## config.mk

```make
export PLATFORM = sky130hd
export DESIGN_NAME = systolic_feeder_flat
export DESIGN_NICKNAME = d
export VERILOG_FILES = /design/src/rtl/systolic_feeder_if.sv /design/src/rtl/systolic_feeder.sv /design/src/flat_wrapper.sv
export SDC_FILE = /design/constraint.sdc
export NUM_CORES = 1
export LEC_CHECK = 0
export ABC_CLOCK_PERIOD_IN_PS = 9300
export CAP_MARGIN = 20
export CORE_UTILIZATION = 40
export DETAILED_ROUTE_END_ITERATION = 10
export MAX_ROUTING_LAYER = met4
export SKIP_LAST_GASP = 1
export SYNTH_ARGS = -nofsm -noshare
export SYNTH_HDL_FRONTEND = slang
export SYNTH_SLANG_ARGS = --single-unit
```

## constraint.sdc

```tcl
create_clock -name clk -period 9.3 [get_ports clk]
set_input_delay 2.79 -clock clk [delete_from_list [all_inputs] [get_ports clk]]
set_output_delay 2.79 -clock clk [all_outputs]
set_load 0.01 [all_outputs]
```

## src/rtl/systolic_feeder_if.sv

```systemverilog
// Bus bundle between a matrix source and the systolic feeder.
// Load handshake: a row beat transfers on a rising edge where load_valid and
// load_ready are both high; the source holds load_row_a/load_row_b stable while
// load_valid is high, and load_ready never depends combinationally on load_valid.
// The stream side (feed_valid/a_out/b_out) has no back-pressure.
interface systolic_feeder_if #(
    parameter int N  = 4,
    parameter int DW = 8
);
    logic            load_valid;
    logic            load_ready;
    logic [N*DW-1:0] load_row_a;
    logic [N*DW-1:0] load_row_b;
    logic            start;
    logic            busy;
    logic            pe_clear;
    logic            feed_valid;
    logic [N*DW-1:0] a_out;
    logic [N*DW-1:0] b_out;
    logic            done;
    logic [2:0]      state_dbg;

    modport master (
        output load_valid, load_row_a, load_row_b, start,
        input  load_ready, busy, pe_clear, feed_valid, a_out, b_out, done, state_dbg
    );

    modport slave (
        input  load_valid, load_row_a, load_row_b, start,
        output load_ready, busy, pe_clear, feed_valid, a_out, b_out, done, state_dbg
    );
endinterface

```

## src/rtl/systolic_feeder.sv

```systemverilog
// Operand feeder for an N x N output-stationary systolic array.
// Buffers one A and one B matrix (a row per load beat), then on start clears
// the array, streams diagonally skewed A rows (west) and B columns (north),
// zero-fills for DRAIN_CYCLES and pulses done. All outputs are registered.
module systolic_feeder #(
    parameter int N            = 4,
    parameter int DW           = 8,
    parameter int DRAIN_CYCLES = 4
) (
    input  logic              clk,
    input  logic              rst,
    systolic_feeder_if.slave  bus
);

    localparam int KW    = (N > 1) ? $clog2(N) : 1;
    localparam int BEATS = 2 * N - 1;
    localparam int CSPAN = BEATS + DRAIN_CYCLES;
    localparam int CW    = (CSPAN > 1) ? $clog2(CSPAN) : 1;

    typedef enum logic [2:0] {
        S_IDLE   = 3'd0,
        S_LOADED = 3'd1,
        S_CLEAR  = 3'd2,
        S_RUN    = 3'd3,
        S_DRAIN  = 3'd4,
        S_DONE   = 3'd5
    } state_t;

    state_t            state_q;
    logic [KW-1:0]     row_q;
    logic [CW-1:0]     beat_q;
    logic [DW-1:0]     a_buf_q [N][N];
    logic [DW-1:0]     b_buf_q [N][N];

    logic              load_ready_q;
    logic              busy_q;
    logic              pe_clear_q;
    logic              feed_valid_q;
    logic [N*DW-1:0]   a_out_q;
    logic [N*DW-1:0]   b_out_q;
    logic              done_q;

    logic [CW-1:0]     next_t_d;
    logic [N*DW-1:0]   a_skew_d;
    logic [N*DW-1:0]   b_skew_d;

    // Index of the beat that will be presented after the coming edge.
    always_comb begin
        next_t_d = '0;
        if (state_q != S_CLEAR) begin
            next_t_d = beat_q + CW'(1);
        end
    end

    // Skewed edge operands for beat next_t_d: lane i of A carries A[i][t-i],
    // lane j of B carries B[t-j][j]; positions outside the matrix are zero.
    always_comb begin
        a_skew_d = '0;
        b_skew_d = '0;
        for (int i = 0; i < N; i++) begin
            for (int c = 0; c < N; c++) begin
                if (int'(next_t_d) == i + c) begin
                    a_skew_d[i*DW +: DW] = a_buf_q[i][c];
                    b_skew_d[i*DW +: DW] = b_buf_q[c][i];
                end
            end
        end
    end

    // Control FSM, operand buffers and all registered outputs.
    always_ff @(posedge clk) begin
        if (rst) begin
            state_q      <= S_IDLE;
            row_q        <= '0;
            beat_q       <= '0;
            load_ready_q <= 1'b1;
            busy_q       <= 1'b0;
            pe_clear_q   <= 1'b0;
            feed_valid_q <= 1'b0;
            a_out_q      <= '0;
            b_out_q      <= '0;
            done_q       <= 1'b0;
            for (int r = 0; r < N; r++) begin
                for (int c = 0; c < N; c++) begin
                    a_buf_q[r][c] <= '0;
                    b_buf_q[r][c] <= '0;
                end
            end
        end else begin
            pe_clear_q <= 1'b0;
            done_q     <= 1'b0;
            case (state_q)
                S_IDLE: begin
                    if (bus.load_valid && load_ready_q) begin
                        for (int c = 0; c < N; c++) begin
                            a_buf_q[row_q][c] <= bus.load_row_a[c*DW +: DW];
                            b_buf_q[row_q][c] <= bus.load_row_b[c*DW +: DW];
                        end
                        if (row_q == KW'(N - 1)) begin
                            row_q        <= '0;
                            state_q      <= S_LOADED;
                            load_ready_q <= 1'b0;
                        end else begin
                            row_q <= row_q + KW'(1);
                        end
                    end
                end
                S_LOADED: begin
                    // load_valid is ignored here; only start matters.
                    if (bus.start) begin
                        state_q    <= S_CLEAR;
                        busy_q     <= 1'b1;
                        pe_clear_q <= 1'b1;
                    end
                end
                S_CLEAR: begin
                    state_q      <= S_RUN;
                    beat_q       <= '0;
                    feed_valid_q <= 1'b1;
                    a_out_q      <= a_skew_d;
                    b_out_q      <= b_skew_d;
                end
                S_RUN: begin
                    if (beat_q == CW'(BEATS - 1)) begin
                        beat_q  <= '0;
                        a_out_q <= '0;
                        b_out_q <= '0;
                        if (DRAIN_CYCLES > 0) begin
                            state_q <= S_DRAIN;
                        end else begin
                            state_q      <= S_DONE;
                            feed_valid_q <= 1'b0;
                            done_q       <= 1'b1;
                        end
                    end else begin
                        beat_q  <= beat_q + CW'(1);
                        a_out_q <= a_skew_d;
                        b_out_q <= b_skew_d;
                    end
                end
                S_DRAIN: begin
                    if (beat_q == CW'(DRAIN_CYCLES - 1)) begin
                        beat_q       <= '0;
                        state_q      <= S_DONE;
                        feed_valid_q <= 1'b0;
                        done_q       <= 1'b1;
                    end else begin
                        beat_q <= beat_q + CW'(1);
                    end
                end
                S_DONE: begin
                    state_q      <= S_IDLE;
                    busy_q       <= 1'b0;
                    load_ready_q <= 1'b1;
                end
                default: begin
                    state_q      <= S_IDLE;
                    row_q        <= '0;
                    beat_q       <= '0;
                    load_ready_q <= 1'b1;
                    busy_q       <= 1'b0;
                    feed_valid_q <= 1'b0;
                    a_out_q      <= '0;
                    b_out_q      <= '0;
                end
            endcase
        end
    end

    assign bus.load_ready = load_ready_q;
    assign bus.busy       = busy_q;
    assign bus.pe_clear   = pe_clear_q;
    assign bus.feed_valid = feed_valid_q;
    assign bus.a_out      = a_out_q;
    assign bus.b_out      = b_out_q;
    assign bus.done       = done_q;
    assign bus.state_dbg  = state_q;

endmodule

```

## src/flat_wrapper.sv

```systemverilog
// flat-port wrapper written by rule: the top's interface ports become plain ports
module systolic_feeder_flat 
#(
    parameter int N            = 4,
    parameter int DW           = 8,
    parameter int DRAIN_CYCLES = 4
)
  (clk, rst, bus_load_valid, bus_load_row_a, bus_load_row_b, bus_start, bus_load_ready, bus_busy, bus_pe_clear, bus_feed_valid, bus_a_out, bus_b_out, bus_done, bus_state_dbg);
  systolic_feeder_if #(.N(N), .DW(DW)) bus_i ();
  input  logic clk;
  input  logic rst;
  input wire logic [$bits(bus_i.load_valid)-1:0] bus_load_valid;
  input wire logic [$bits(bus_i.load_row_a)-1:0] bus_load_row_a;
  input wire logic [$bits(bus_i.load_row_b)-1:0] bus_load_row_b;
  input wire logic [$bits(bus_i.start)-1:0] bus_start;
  output wire logic [$bits(bus_i.load_ready)-1:0] bus_load_ready;
  output wire logic [$bits(bus_i.busy)-1:0] bus_busy;
  output wire logic [$bits(bus_i.pe_clear)-1:0] bus_pe_clear;
  output wire logic [$bits(bus_i.feed_valid)-1:0] bus_feed_valid;
  output wire logic [$bits(bus_i.a_out)-1:0] bus_a_out;
  output wire logic [$bits(bus_i.b_out)-1:0] bus_b_out;
  output wire logic [$bits(bus_i.done)-1:0] bus_done;
  output wire logic [$bits(bus_i.state_dbg)-1:0] bus_state_dbg;
  assign bus_i.load_valid = bus_load_valid;
  assign bus_i.load_row_a = bus_load_row_a;
  assign bus_i.load_row_b = bus_load_row_b;
  assign bus_i.start = bus_start;
  assign bus_load_ready = bus_i.load_ready;
  assign bus_busy = bus_i.busy;
  assign bus_pe_clear = bus_i.pe_clear;
  assign bus_feed_valid = bus_i.feed_valid;
  assign bus_a_out = bus_i.a_out;
  assign bus_b_out = bus_i.b_out;
  assign bus_done = bus_i.done;
  assign bus_state_dbg = bus_i.state_dbg;
  systolic_feeder #(.N(N), .DW(DW), .DRAIN_CYCLES(DRAIN_CYCLES)) u_core (.clk(clk), .rst(rst), .bus(bus_i));
endmodule
```

==> flow_summary.ini <==
[critical_path]
worst_setup_path_end_kind = flop
required_ns = 9.47
critical_path_class = primary input to flop
arrival_ns = 5.74
r2r-end = u_core.bus.a_out[5]
r2r_slack_ns = 4.78
cp-start-kind = primary input
cp_max_fo = 126
setup.worst_path.start = bus_load_valid
reg2regPathDepth = 8
worstReg2RegStart = u_core.beat_q[0]

[sta]
slew_headroom = 0.232
max_freq_ghz = 0.179
hold_viol = 0
fin_crit_ns = 5.57
tns_ns = 0
period_share = 0.599
slew_violations = 0
worst_pin_slew_ns = 1.15
setup_viol = 0
rsz0062_at_grt = false
fin_skew_ns = 0.0227

[yosys]
synth_fp_nets = 1261
ys_types = 57
ys_ff_latch = 334
synth_edf_count = 256
yosysSeqAreaShare = 0.636
synth_area_leaders = edfxtp_1, and3_1, dfxtp_1
synth_area_leader_cell = edfxtp_1
synthCells = 1187
yosys.area.top_type_share = 0.528
ys_warn_count = 0
ys.flop_type = edfxtp_1
async_flop_share = 0
synth.avg_cell_area_um2 = 12.3
syn-cell-area_um2 = 14600

[clocking]
cts.path.max_buffers = 3
htreeDepth = 2
cts_buffers = 38
insertion_delay_ns = 0.53
cts_tree = built
hold_buffers = 0
cts_resized = 0
clock-sinks = 334
cts_root_buf = clkbuf_16
clk_pin_slew_ns = 0.05
post-cts-setup-buffers = 0

[die]
io_pins = 140
die-area_um2 = 37100
rows = 69
start_util = 0.408
die_w_um = 193
chipHeight_um = 193
core_um2 = 35700

[routing]
drcViolationCount = 28
initialDrtViolationCount = 1088
wire_per_inst_um = 24.5
antenna_left = 0
firstDrtPassIters = 8
vias = 10500
wirelength_mm = 43.2
viasPerCell = 5.97

[grt]
grt_pass1_vias = 10100
overflow = 0
antenna_found_initial = 0
grt_pass1_wl_mm = 63.6
grt_usage = 0.237
grt_start_max_net_pins = 136

[outcome]
violations = DRC
status = finished with violations

[hold_path]
min_path_cells = 1
min_path_type = flop to flop
hold_start = u_core.bus.b_out[19]
hold_end = u_core.bus.b_out[19]

[placement]
hpwl_mm = 23.6
port_buffers = 139
gp_congestion = 0.773

[layout]
final_common_cell = and3_1
final_net_count = 1348
seqCellArea_um2 = 9250
area_delta_synth_final_pct = 19.8
multi_input_area_um2 = 4820
nFillCells = 3129
final_cell_mix = and3_1, edfxtp_1, clkdlybuf4s50_1
drive_gt1_frac = 0.0913
finish.utilization = 0.489

[run]
max_cap_violations = 0

[pwr]
leakagePower_nw = 7.01
peakVddDrop_uv = 124
pwr_density_cell_nw_per_um2 = 246
-- final cells by class --
cell class / count / share of cell area
Inverter: 5 / 0.00108
Sequential cell: 334 / 0.531
Clock buffer: 57 / 0.0616
Timing Repair Buffer: 166 / 0.0923
Multi-Input combinational cell: 729 / 0.277
Tap cell: 461 / 0.0331
Clock inverter: 12 / 0.00466
Antenna cell: 1 / 0.000144
-- synth_stat cells (3+ instances only) --
cell type	number
a21oi_1	60
ha_1	6
nand4b_1	3
nor3_1	3
or3_1	17
a32o_1	16
inv_1	5
clkbuf_1	88
o221a_2	16
a22oi_1	30
a31oi_1	16
o21ai_0	49
buf_2	22
mux2i_1	32
nor4_1	16
nand3_1	4
nor2_1	46
dfxtp_1	78
nand2_1	33
buf_4	3
nor2b_1	20
buf_1	3
a21o_1	4
nor3_4	3
o22ai_1	32
and3_1	257
edfxtp_1	256
a2bb2oi_1	15
a22o_1	16
-- worst max-delay path by stage --
stage / endpoint
CTS: u_core.b_buf_q[2][25]
global route: u_core.a_buf_q[2][3]
floorplan: u_core.a_buf_q[0][0]
global placement: u_core.b_buf_q[2][18]
finish: u_core.b_buf_q[2][14]
detailed placement: u_core.b_buf_q[2][18]
-- per-stage QoR --
stage / instance area (um^2) / hold slack [ns] / power (W) / worst slack, ns / instances
after CTS: 17400 / 0.470 / 0.00430 / 3.68 / 1763
after global routing: 17400 / 0.485 / 0.00445 / 3.50 / 1764
after global placement: 16300 / 0.451 / 0.00290 / 3.17 / 1694
final: 17400 / 0.467 / 0.00429 / 3.73 / 1765
after detailed placement: 16300 / 0.454 / 0.00291 / 3.14 / 1694
after floorplan: 14600 / 0.441 / 0.00250 / 3.92 / 1187
-- flip-flops by register name (all words and copies together) (netlist names) --
signal,cells
u_core.bus.load_ready,1
u_core.row_q,2
u_core.bus.b_out,32
u_core.beat_q,4
u_core.bus.feed_valid,1
u_core.bus.busy,1
u_core.bus.state_dbg,3
u_core.bus.done,1
u_core.bus.pe_clear,1
u_core.a_buf_q,128
u_core.b_buf_q,128
u_core.bus.a_out,32
-- cells by family (layout without fill, tap and decap cells) --
kind of cell               after synthesis  count (layout)  synth area share
AOI/OAI and AO/OA                      269             269             0.127
xor gates and xnor gates                 3               3           0.00232
adders and majority gates                6               6           0.00516
buffers and inverters                  124             240            0.0358
DFF                                    334             334             0.636
muxes                                   32              32            0.0220
other                                    0               1                 0
and+or+nand+nor                        419             419             0.172
-- power by group --
part,switching (W),leakage [nW],internal (W),total (W)
registers,0.0000686,3.29,0.00178,0.00185
logic,0.000699,3.16,0.000343,0.00104
clock network,0.000591,0.556,0.000802,0.00139
total,0.00136,7.01,0.00293,0.00429
-- worst max-delay path: stages --
cell and delay, ns:
clkdlybuf4s50_1 0.50, nand2_1 0.13, nor3_4 0.12, buf_4 0.80, a21o_2 0.73, buf_4 0.56
-- metal layers --
layer / GRT usage / routed length (um) / vias up
met5: - / 0 / -
met4: 0.0630 / 845 / 0
met3: 0.0276 / 2920 / 57
met2: 0.361 / 19900 / 383
met1: 0.335 / 19500 / 5322
li1: - / - / 4776
Power figures use the tool's default switching activity.
